### config.mk
export PLATFORM = sky130hd
export DESIGN_NAME = elevator_controller_nfloor
export DESIGN_NICKNAME = d
export VERILOG_FILES = /design/src/rtl/elevator_pkg.sv /design/src/rtl/elevator_door_timer.sv /design/src/rtl/elevator_controller_nfloor.sv
export SDC_FILE = /design/constraint.sdc
export NUM_CORES = 1
export LEC_CHECK = 0
export BUFFER_PORTS_ARGS = -buffer_cell sky130_fd_sc_hd__buf_2
export CELL_PAD_IN_SITES_DETAIL_PLACEMENT = 1
export CELL_PAD_IN_SITES_GLOBAL_PLACEMENT = 1
export CORE_ASPECT_RATIO = 1.1
export CORE_MARGIN = 5
export CORE_UTILIZATION = 45
export CTS_CLUSTER_SIZE = 8
export DETAILED_ROUTE_END_ITERATION = 12
export PLACE_DENSITY_LB_ADDON = 0.25
export RECOVER_POWER = 25
export SLEW_MARGIN = 20
export SYNTH_ARGS = -nofsm -noshare
export SYNTH_HDL_FRONTEND = slang
export SYNTH_SLANG_ARGS = --single-unit
### constraint.sdc
create_clock -name clk -period 3.5 [get_ports clk]
set_clock_uncertainty 0.15 [all_clocks]
set_input_delay 0.525 -clock clk [delete_from_list [all_inputs] [get_ports clk]]
set_output_delay 0.525 -clock clk [all_outputs]
set_load 0.02 [all_outputs]
### src/rtl/elevator_pkg.sv
// Shared encodings for the N-floor collective elevator controller.
package elevator_pkg;

    typedef enum logic [1:0] {
        ST_IDLE      = 2'd0,
        ST_MOVE_UP   = 2'd1,
        ST_MOVE_DOWN = 2'd2,
        ST_DOOR_OPEN = 2'd3
    } state_t;

    localparam logic DIR_UP   = 1'b1;
    localparam logic DIR_DOWN = 1'b0;

endpackage

### src/rtl/elevator_door_timer.sv
// Door dwell down-counter: load/hold reload it to CYCLES-1, done flags zero.
module elevator_door_timer #(
    parameter int CYCLES = 3
) (
    input  logic clk,
    input  logic rst,
    input  logic load,
    input  logic hold,
    output logic done
);

    localparam int CNT_W = (CYCLES > 1) ? $clog2(CYCLES) : 1;
    localparam logic [CNT_W-1:0] RELOAD = CNT_W'(CYCLES - 1);

    logic [CNT_W-1:0] cnt_q;
    logic [CNT_W-1:0] cnt_d;

    // Next count: reload takes priority, otherwise count down and stick at zero.
    always_comb begin
        cnt_d = cnt_q;
        if (load || hold) begin
            cnt_d = RELOAD;
        end else if (cnt_q != {CNT_W{1'b0}}) begin
            cnt_d = cnt_q - CNT_W'(1);
        end else begin
            cnt_d = cnt_q;
        end
    end

    // Counter register.
    always_ff @(posedge clk or posedge rst) begin
        if (rst) begin
            cnt_q <= {CNT_W{1'b0}};
        end else begin
            cnt_q <= cnt_d;
        end
    end

    assign done = (cnt_q == {CNT_W{1'b0}});

endmodule

### src/rtl/elevator_controller_nfloor.sv
// Collective (SCAN) elevator controller for NUM_FLOORS landings with timed door dwell.
module elevator_controller_nfloor
    import elevator_pkg::*;
#(
    parameter  int NUM_FLOORS  = 4,
    parameter  int DOOR_CYCLES = 3,
    localparam int FLOOR_W     = $clog2(NUM_FLOORS)
) (
    input  logic                  clk,
    input  logic                  rst,
    input  logic [NUM_FLOORS-1:0] call_req,
    input  logic                  floor_step,
    input  logic                  door_hold,
    output logic                  motor_up,
    output logic                  motor_down,
    output logic                  door_open,
    output logic [FLOOR_W-1:0]    current_floor,
    output logic                  dir_up,
    output logic [NUM_FLOORS-1:0] pending_calls
);

    localparam logic [FLOOR_W-1:0] TOP_FLOOR = FLOOR_W'(NUM_FLOORS - 1);
    localparam logic [FLOOR_W-1:0] BOT_FLOOR = {FLOOR_W{1'b0}};

    function automatic logic any_above(input logic [NUM_FLOORS-1:0] v, input logic [FLOOR_W-1:0] f);
        logic r;
        r = 1'b0;
        for (int i = 0; i < NUM_FLOORS; i++) begin
            r = r | (v[i] & (i > int'(f)));
        end
        return r;
    endfunction

    function automatic logic any_below(input logic [NUM_FLOORS-1:0] v, input logic [FLOOR_W-1:0] f);
        logic r;
        r = 1'b0;
        for (int i = 0; i < NUM_FLOORS; i++) begin
            r = r | (v[i] & (i < int'(f)));
        end
        return r;
    endfunction

    function automatic logic [NUM_FLOORS-1:0] onehot(input logic [FLOOR_W-1:0] f);
        return {{(NUM_FLOORS-1){1'b0}}, 1'b1} << f;
    endfunction

    state_t                  state_q, state_d;
    logic [FLOOR_W-1:0]      floor_q, floor_d;
    logic                    dir_q, dir_d;
    logic [NUM_FLOORS-1:0]   pending_q, pending_d;
    logic                    motor_up_q, motor_up_d;
    logic                    motor_down_q, motor_down_d;
    logic                    door_open_q, door_open_d;

    logic [NUM_FLOORS-1:0]   req_s;
    logic [NUM_FLOORS-1:0]   served_s;
    logic [FLOOR_W-1:0]      floor_up_s, floor_dn_s;
    logic                    above_s, below_s, here_s;
    logic                    scan_up_s, scan_down_s;
    logic                    timer_load_s, timer_hold_s, timer_done_s;

    assign req_s       = pending_q | call_req;
    assign above_s     = any_above(req_s, floor_q);
    assign below_s     = any_below(req_s, floor_q);
    assign here_s      = req_s[floor_q];
    assign floor_up_s  = floor_q + FLOOR_W'(1);
    assign floor_dn_s  = floor_q - FLOOR_W'(1);
    // Keep the preferred direction while calls lie ahead, otherwise reverse.
    assign scan_up_s   = above_s & (dir_q | ~below_s);
    assign scan_down_s = below_s & (~dir_q | ~above_s);

    elevator_door_timer #(.CYCLES(DOOR_CYCLES)) u_door_timer (
        .clk  (clk),
        .rst  (rst),
        .load (timer_load_s),
        .hold (timer_hold_s),
        .done (timer_done_s)
    );

    // Next-state, position, direction and served-floor mask.
    always_comb begin
        state_d      = state_q;
        floor_d      = floor_q;
        dir_d        = dir_q;
        served_s     = {NUM_FLOORS{1'b0}};
        timer_load_s = 1'b0;
        timer_hold_s = 1'b0;
        case (state_q)
            ST_IDLE: begin
                if (here_s) begin
                    state_d      = ST_DOOR_OPEN;
                    served_s     = onehot(floor_q);
                    timer_load_s = 1'b1;
                end else if (scan_up_s) begin
                    state_d = ST_MOVE_UP;
                    dir_d   = DIR_UP;
                end else if (scan_down_s) begin
                    state_d = ST_MOVE_DOWN;
                    dir_d   = DIR_DOWN;
                end else begin
                    state_d = ST_IDLE;
                end
            end
            ST_MOVE_UP: begin
                if (floor_step && (floor_q != TOP_FLOOR)) begin
                    floor_d = floor_up_s;
                    if (req_s[floor_up_s] || (floor_up_s == TOP_FLOOR)) begin
                        state_d      = ST_DOOR_OPEN;
                        served_s     = onehot(floor_up_s);
                        timer_load_s = 1'b1;
                    end else begin
                        state_d = ST_MOVE_UP;
                    end
                end else begin
                    state_d = ST_MOVE_UP;
                end
            end
            ST_MOVE_DOWN: begin
                if (floor_step && (floor_q != BOT_FLOOR)) begin
                    floor_d = floor_dn_s;
                    if (req_s[floor_dn_s] || (floor_dn_s == BOT_FLOOR)) begin
                        state_d      = ST_DOOR_OPEN;
                        served_s     = onehot(floor_dn_s);
                        timer_load_s = 1'b1;
                    end else begin
                        state_d = ST_MOVE_DOWN;
                    end
                end else begin
                    state_d = ST_MOVE_DOWN;
                end
            end
            ST_DOOR_OPEN: begin
                // Calls at the open floor are absorbed and extend the dwell.
                served_s     = onehot(floor_q);
                timer_hold_s = door_hold | call_req[floor_q];
                if (!timer_hold_s && timer_done_s) begin
                    if (scan_up_s) begin
                        state_d = ST_MOVE_UP;
                        dir_d   = DIR_UP;
                    end else if (scan_down_s) begin
                        state_d = ST_MOVE_DOWN;
                        dir_d   = DIR_DOWN;
                    end else begin
                        state_d = ST_IDLE;
                    end
                end else begin
                    state_d = ST_DOOR_OPEN;
                end
            end
            default: begin
                state_d = ST_IDLE;
            end
        endcase
        pending_d    = (pending_q | call_req) & ~served_s;
        motor_up_d   = (state_d == ST_MOVE_UP);
        motor_down_d = (state_d == ST_MOVE_DOWN);
        door_open_d  = (state_d == ST_DOOR_OPEN);
    end

    // State, position and output registers.
    always_ff @(posedge clk or posedge rst) begin
        if (rst) begin
            state_q      <= ST_IDLE;
            floor_q      <= {FLOOR_W{1'b0}};
            dir_q        <= DIR_UP;
            pending_q    <= {NUM_FLOORS{1'b0}};
            motor_up_q   <= 1'b0;
            motor_down_q <= 1'b0;
            door_open_q  <= 1'b0;
        end else begin
            state_q      <= state_d;
            floor_q      <= floor_d;
            dir_q        <= dir_d;
            pending_q    <= pending_d;
            motor_up_q   <= motor_up_d;
            motor_down_q <= motor_down_d;
            door_open_q  <= door_open_d;
        end
    end

    assign motor_up      = motor_up_q;
    assign motor_down    = motor_down_q;
    assign door_open     = door_open_q;
    assign current_floor = floor_q;
    assign dir_up        = dir_q;
    assign pending_calls = pending_q;

endmodule
## Word-level counts from Yosys, hierarchy flattened

Index checks and enable logic that the tools add are counted.

- Memories: 0
- Output and inout bits: 10
- Memory bits (read-only): 0
- Memory bits (writable): 0
- Input bits: 8
- Register bits after elaboration: 14
- Logic and storage cells: 113
- Bits in latches: 0

- Equal/unequal tests: 12
- Shift-type cells: 3
- $mul: 0
- Bitwise logic cells: 21
- Divide/modulo/power cells: 0
- $lt $le $gt $ge: 9
- Reduce and logical (&&, ||, !) cells: 17
- Muxes and demuxes: 40
- $add $sub $neg: 3

Operator list:

| kind | count |
|---|---|
| $mux 2 | 11 |
| $mux 4 | 5 |
| $pmux 4 s4 | 1 |
| $mux 1 | 15 |
| $shl 1x2->4 const A | 3 |
| $eq 2x2->1 const B | 5 |
| $ne 2x2->1 const B | 5 |
| $reduce_bool 2->1 | 5 |
| $lt 2x3->1 const B | 3 |
| $and 1x1->1 | 8 |
| $bmux 1 s2 | 4 |
| $pmux 2 s4 | 1 |
| $or 1x1->1 | 7 |
| $logic_not 2->1 | 3 |
| $reduce_and 3->1 | 2 |
| $and 4x4->4 | 1 |
| $eq 2x1->1 const B | 2 |
| $gt 2x2->1 const A | 2 |
| $lt 1x2->1 const A | 2 |
| $not 4->4 | 1 |
| $or 4x4->4 | 1 |
| $pmux 2 s2 | 1 |
| $sub 2x1->2 const B | 2 |
| $logic_and 1x1->1 | 3 |
| 8 further kinds | 12 |

## Depth between registers and ports, before layout

- Depth in word-level cells: 12
- Mapped depth: 7

## Modules after synthesis

Synthesis repeated with hierarchy kept, for this count alone.

- Cells, all modules: 111
- Area total of the unflattened synthesis: 1059.8 um^2

Modules (own cells, without submodules):

| module | times used | area each (um^2) | seq. area each (um^2) | cells each |
|---|---|---|---|---|
| elevator_controller_nfloor | 1 | 934.6 | 301.5 | 99 |
| elevator_door_timer | 1 | 125.1 | 50.0 | 12 |

## Worst setup path before layout

No wires, ideal clock.

- Kind: register -> register
- Start: register floor_q[1], in the netlist current_floor[1]
- End: register motor_down_q, in the netlist motor_down
- Slack: 0.988 ns
- Cell stages (with the launch flop): 7
- Buffers on the path: 0
- Arrival: 2.243 ns
- Clock period less this slack: 2.512 ns
- Cells stage by stage: dfrtp_1 inv_1 ha_1 mux4_2 o21a_1 or4b_4 and2_1

- Word-level cells in the longest chain between the ends: 12

Ends and longest elaborated chain:

| element | RTL line | source |
|---|---|---|
| from (decl) | elevator_controller_nfloor.sv:48 | `logic [FLOOR_W-1:0] floor_q, floor_d;` |
| from (signal assigned) | elevator_controller_nfloor.sv:164 | `floor_q <= {FLOOR_W{1'b0}};` |
| from (signal assigned) | elevator_controller_nfloor.sv:172 | `floor_q <= floor_d;` |
| $gt 1x2->1 / $gt 2x2->1 (equally long branches) | elevator_controller_nfloor.sv:29 | `r = r \| (v[i] & (i > int'(f)));` |
| $and 1x1->1 | elevator_controller_nfloor.sv:29 |  |
| $or 1x1->1 (2 in a row) | elevator_controller_nfloor.sv:29 |  |
| $not 1->1 | elevator_controller_nfloor.sv:70 | `assign scan_down_s = below_s & (~dir_q \| ~above_s);` |
| $or 1x1->1 | elevator_controller_nfloor.sv:70 |  |
| $and 1x1->1 | elevator_controller_nfloor.sv:70 |  |
| $mux 2 | elevator_controller_nfloor.sv:97, elevator_controller_nfloor.sv:140 |  |
| $mux 2 | elevator_controller_nfloor.sv:94 | `end else if (scan_up_s) begin` |
| $mux 2 (on tied branches) | elevator_controller_nfloor.sv:136, elevator_controller_nfloor.sv:90 |  |
| $pmux 2 s4 * | elevator_controller_nfloor.sv:88 | `case (state_q)` |
| via state_d[1] | elevator_controller_nfloor.sv:47 | `state_t state_q, state_d;` |
| $eq 2x2->1 * | elevator_controller_nfloor.sv:156 | `motor_down_d = (state_d == ST_MOVE_DOWN);` |
| via motor_down_d | elevator_controller_nfloor.sv:52 | `logic motor_down_q, motor_down_d;` |
| to (signal assigned) | elevator_controller_nfloor.sv:176 | `motor_down_q <= motor_down_d;` |
| to (decl) | elevator_controller_nfloor.sv:52 |  |

Mark *: on every way through the listed nets, which the timed path passes. The rest lies on a longest branch. The select of a mux whose other input is x is not followed.
A chain may end at the register's enable or synchronous reset.

## Worst setup path after layout

Same ends and word-level chain as after synthesis.

==> results.ini <==
[detailed_routing]
detailedRoute.firstPassIterationCount = 4
post-route-drc-count = 0
drt_iter0_markers = 35
viasPerCell = 5.939
totalWireLength_um = 2684
post_detailed_route_count_of_antenna_violating_nets = 0
vias = 879
wl_per_cell_um = 18.14

[logic_synthesis]
avgSynthCellArea_um2 = 10.31
synth-edff-count = 0
yosys.cell_types.count = 35
synth_largest_type_area_fraction = 0.3254
synthArstFlopShare = 1.000
syn-instance-count = 97
yosysSeqAreaShare = 0.3517
netlist_area_um2 = 999.7
synth.ff_latch_count = 14
synth_nets = 114
synthesis.yosys.warnings = 0
synth.area.top_cells = sky130_fd_sc_hd__dfrtp_1 33%, sky130_fd_sc_hd__ha_1 11%, sky130_fd_sc_hd__mux4_1 7.9%
yosys.area.top_type = sky130_fd_sc_hd__dfrtp_1
yosys_most_used_dff = sky130_fd_sc_hd__dfrtp_1

[cts]
cts_hold_buf = 0
tritoncts = built
cts_max_level = 1
clock_transition_time_at_the_flip_flop_clock_pins_of_the_worst_setup_and_hold_paths_ns = 0.09
cts_resized = 0
cts_max_path_buffers = 2
cts_buf_count = 3
clock_tree.root_cell = sky130_fd_sc_hd__clkbuf_4
postCtsSetupBuffers = 0
clock-sinks = 14
clkLatencyLatePin_ns = 0.28

[setup_path]
cp_num_buf_inv = 1
arrival_ns = 2.67
critical_path_required_ns = 3.53
worstSetupPathType = reg -> reg
crit_path_slowest_cell = sky130_fd_sc_hd__dfrtp_1
cpLargestDelayFamily = simple AND/OR/NAND/NOR gates
worst-path-max-fanout = 10
crit_path_start_kind = register
crit_path_cell_trace = inv_1 > ha_1 > mux4_2 > o21a_1 > or4b_4 > and2_1
endpoint_kind = register
worst_path_largest_cell_delay_ns = 0.56

[run]
max_cap_violations = 0

[hold_path]
worstHoldPathType = in -> async

[pwr]
net-switching-power_mw = 0.4864
fin_total_pwr_mw = 1.034
cellLeakagePower_nw = 0.5387
vdd_drop_max_v = 0.0005104
power-per-cell-area_nw_per_um2 = 892.5
pwr-share-clk = 0.117
seq_power_share = 0.302
swShare = 0.4704
power.internal_mw = 0.5477
power_frac_comb = 0.582

[sta]
timing.final.crit_share = 0.7555
max_slew.worst_pin.slew_ns = 0.6424
period_needed_ns = 2.644
timing.final.setup_violations = 0
rsz_0062_raised_after_global_routing = false
timing_max_transition_violations_final = 0
slew_headroom = 0.5717
finalHoldViolCount = 0
setup_total_negative_slack_ns = 0
top_achievable_clock_speed_mhz = 378.2

[floorplan]
die_h_um = 59.44
core_region_area_um2 = 2185
num_io_pins = 18
core.rowCount = 18
fp.dieW_um = 54.94
floorplan.initialDensity = 0.4576
die_area_um2 = 3265

[layout]
syn2layout_area_growth_pct = 15.89
fraction_of_layout_cells_with_a_size_suffix_above_1 = 0.2203
post_layout_net_count = 136
most_frequent_cells_in_the_layout = 17 x sky130_fd_sc_hd__buf_2, 13 x sky130_fd_sc_hd__dfrtp_1, 10 x sky130_fd_sc_hd__nor2_1
number_of_antenna_cells_inserted = 0
layout.cells.most_common = sky130_fd_sc_hd__buf_2

[grt]
grt_max_degree = 15
antenna_violations_before_repair = 0
first_pass_grt_wire_length_um = 4478
grt_usage = 0.1918
gr-total-overflow = 0
first_global_vias = 935

[placement]
gp_congestion = 0.9297
numPortBuffers = 17
place.detailed.hpwl_um = 2116

[outcome]
status = finished clean

==> metrics by stage <==
stage / util / instances / area (µm²) / worst slack (ns) / hold slack (ns)
after floorplan: - / 97 / 999.7 / 0.9883 / 0.2635
after global placement: 0.5137 / 144 / 1122 / 0.8942 / 0.3227
after detailed placement: 0.5137 / 144 / 1122 / 0.8879 / 0.3445
after CTS: 0.5304 / 148 / 1159 / 0.8481 / 0.1510
after global routing: 0.5304 / 148 / 1159 / 0.7160 / 0.1807
final: 0.5304 / 148 / 1159 / 0.8558 / 0.1382
==> cell usage after synthesis, types with 2 or more instances <==
cell type / n
sky130_fd_sc_hd__dfrtp_1: 13
sky130_fd_sc_hd__nor2_1: 10
sky130_fd_sc_hd__ha_1: 9
sky130_fd_sc_hd__inv_1: 9
sky130_fd_sc_hd__a21oi_1: 5
sky130_fd_sc_hd__or2_1: 4
sky130_fd_sc_hd__mux4_1: 3
sky130_fd_sc_hd__nand2b_1: 3
sky130_fd_sc_hd__nor3_1: 3
sky130_fd_sc_hd__o21a_1: 3
sky130_fd_sc_hd__o21ai_0: 3
sky130_fd_sc_hd__xnor2_1: 3
sky130_fd_sc_hd__a21o_1: 2
sky130_fd_sc_hd__a221o_1: 2
sky130_fd_sc_hd__a221oi_1: 2
sky130_fd_sc_hd__and2_1: 2
sky130_fd_sc_hd__nand2_1: 2
sky130_fd_sc_hd__o41ai_1: 2
==> final timing paths <==
| path | start | end | slack, ns | cells after the start |
|---|---|---|---|---|
| min in group clk | u_door_timer.cnt_q[1] | u_door_timer.cnt_q[1] | 0.36 | 2 |
| hold reg to reg | u_door_timer.cnt_q[1] | u_door_timer.cnt_q[1] | 0.36 | 2 |
| max in group asynchronous | rst | pending_calls[1] | 2.68 | 2 |
| setup / recovery | current_floor[1] | motor_down | 0.86 | 6 |
| hold / removal | rst | u_door_timer.cnt_q[0] | 0.14 | 2 |
| setup reg to reg | current_floor[1] | motor_down | 0.86 | 6 |
==> per-layer routing <==
layer | vias up | global-route usage | part of all wire
li1 | 407 | - | -
met1 | 450 | 0.2337 | 0.43
met2 | 16 | 0.3395 | 0.54
met3 | 6 | 0.02267 | 0.021
met4 | 0 | 0.06597 | 0.011
met5 | - | 0 | 0
==> state kept, by name, summed over array words and instances (netlist names) <==
| register | flops |
|---|---|
| state_q | 2 |
| motor_up | 1 |
| current_floor | 2 |
| dir_up | 1 |
| u_door_timer.cnt_q | 2 |
| motor_down | 1 |
| pending_calls | 4 |
| door_open | 1 |
==> kinds of logic (layout without fill, tap and decap cells) <==
family                     Yosys count  count (layout)  share of synthesized area
AOI/OAI and AO/OA                   27              27                     0.2028
muxes                                4               4                     0.1014
adders and majority gates            9               9                     0.1126
buffers and inverters               10              31                    0.03754
and+or+nand+nor                     30              30                     0.1677
xor gates and xnor gates             3               3                    0.02629
DFF                                 14              14                     0.3517
==> worst register-to-register path, cell delays in order, from the launching register on <==
cell and delay, ns:
sky130_fd_sc_hd__dfrtp_1 0.56, sky130_fd_sc_hd__inv_1 0.19, sky130_fd_sc_hd__ha_1 0.38, sky130_fd_sc_hd__mux4_2 0.30, sky130_fd_sc_hd__o21a_1 0.26, sky130_fd_sc_hd__or4b_4 0.53, sky130_fd_sc_hd__and2_1 0.17
==> layout make-up <==
cell class                      instances  area [µm²]
Fill cell                             273        1026
Inverter                               10       37.54
Timing Repair Buffer                   17       85.08
Clock buffer                            4       36.28
Multi-Input combinational cell         73       610.6
Sequential cell                        14       351.6
Tap cell                               30       37.54
==> power groups by stage <==
stage	Clock [mW]	Combinational (mW)	Sequential, mW
2_1_floorplan	0	0.381	0.359
3_3_place_gp	0	0.580	0.310
3_5_place_dp	0	0.600	0.314
4_1_cts	0.123	0.604	0.313
5_1_grt	0.131	0.661	0.325
6_report	0.121	0.601	0.312
Note: power is estimated with default switching activity, not from simulation.
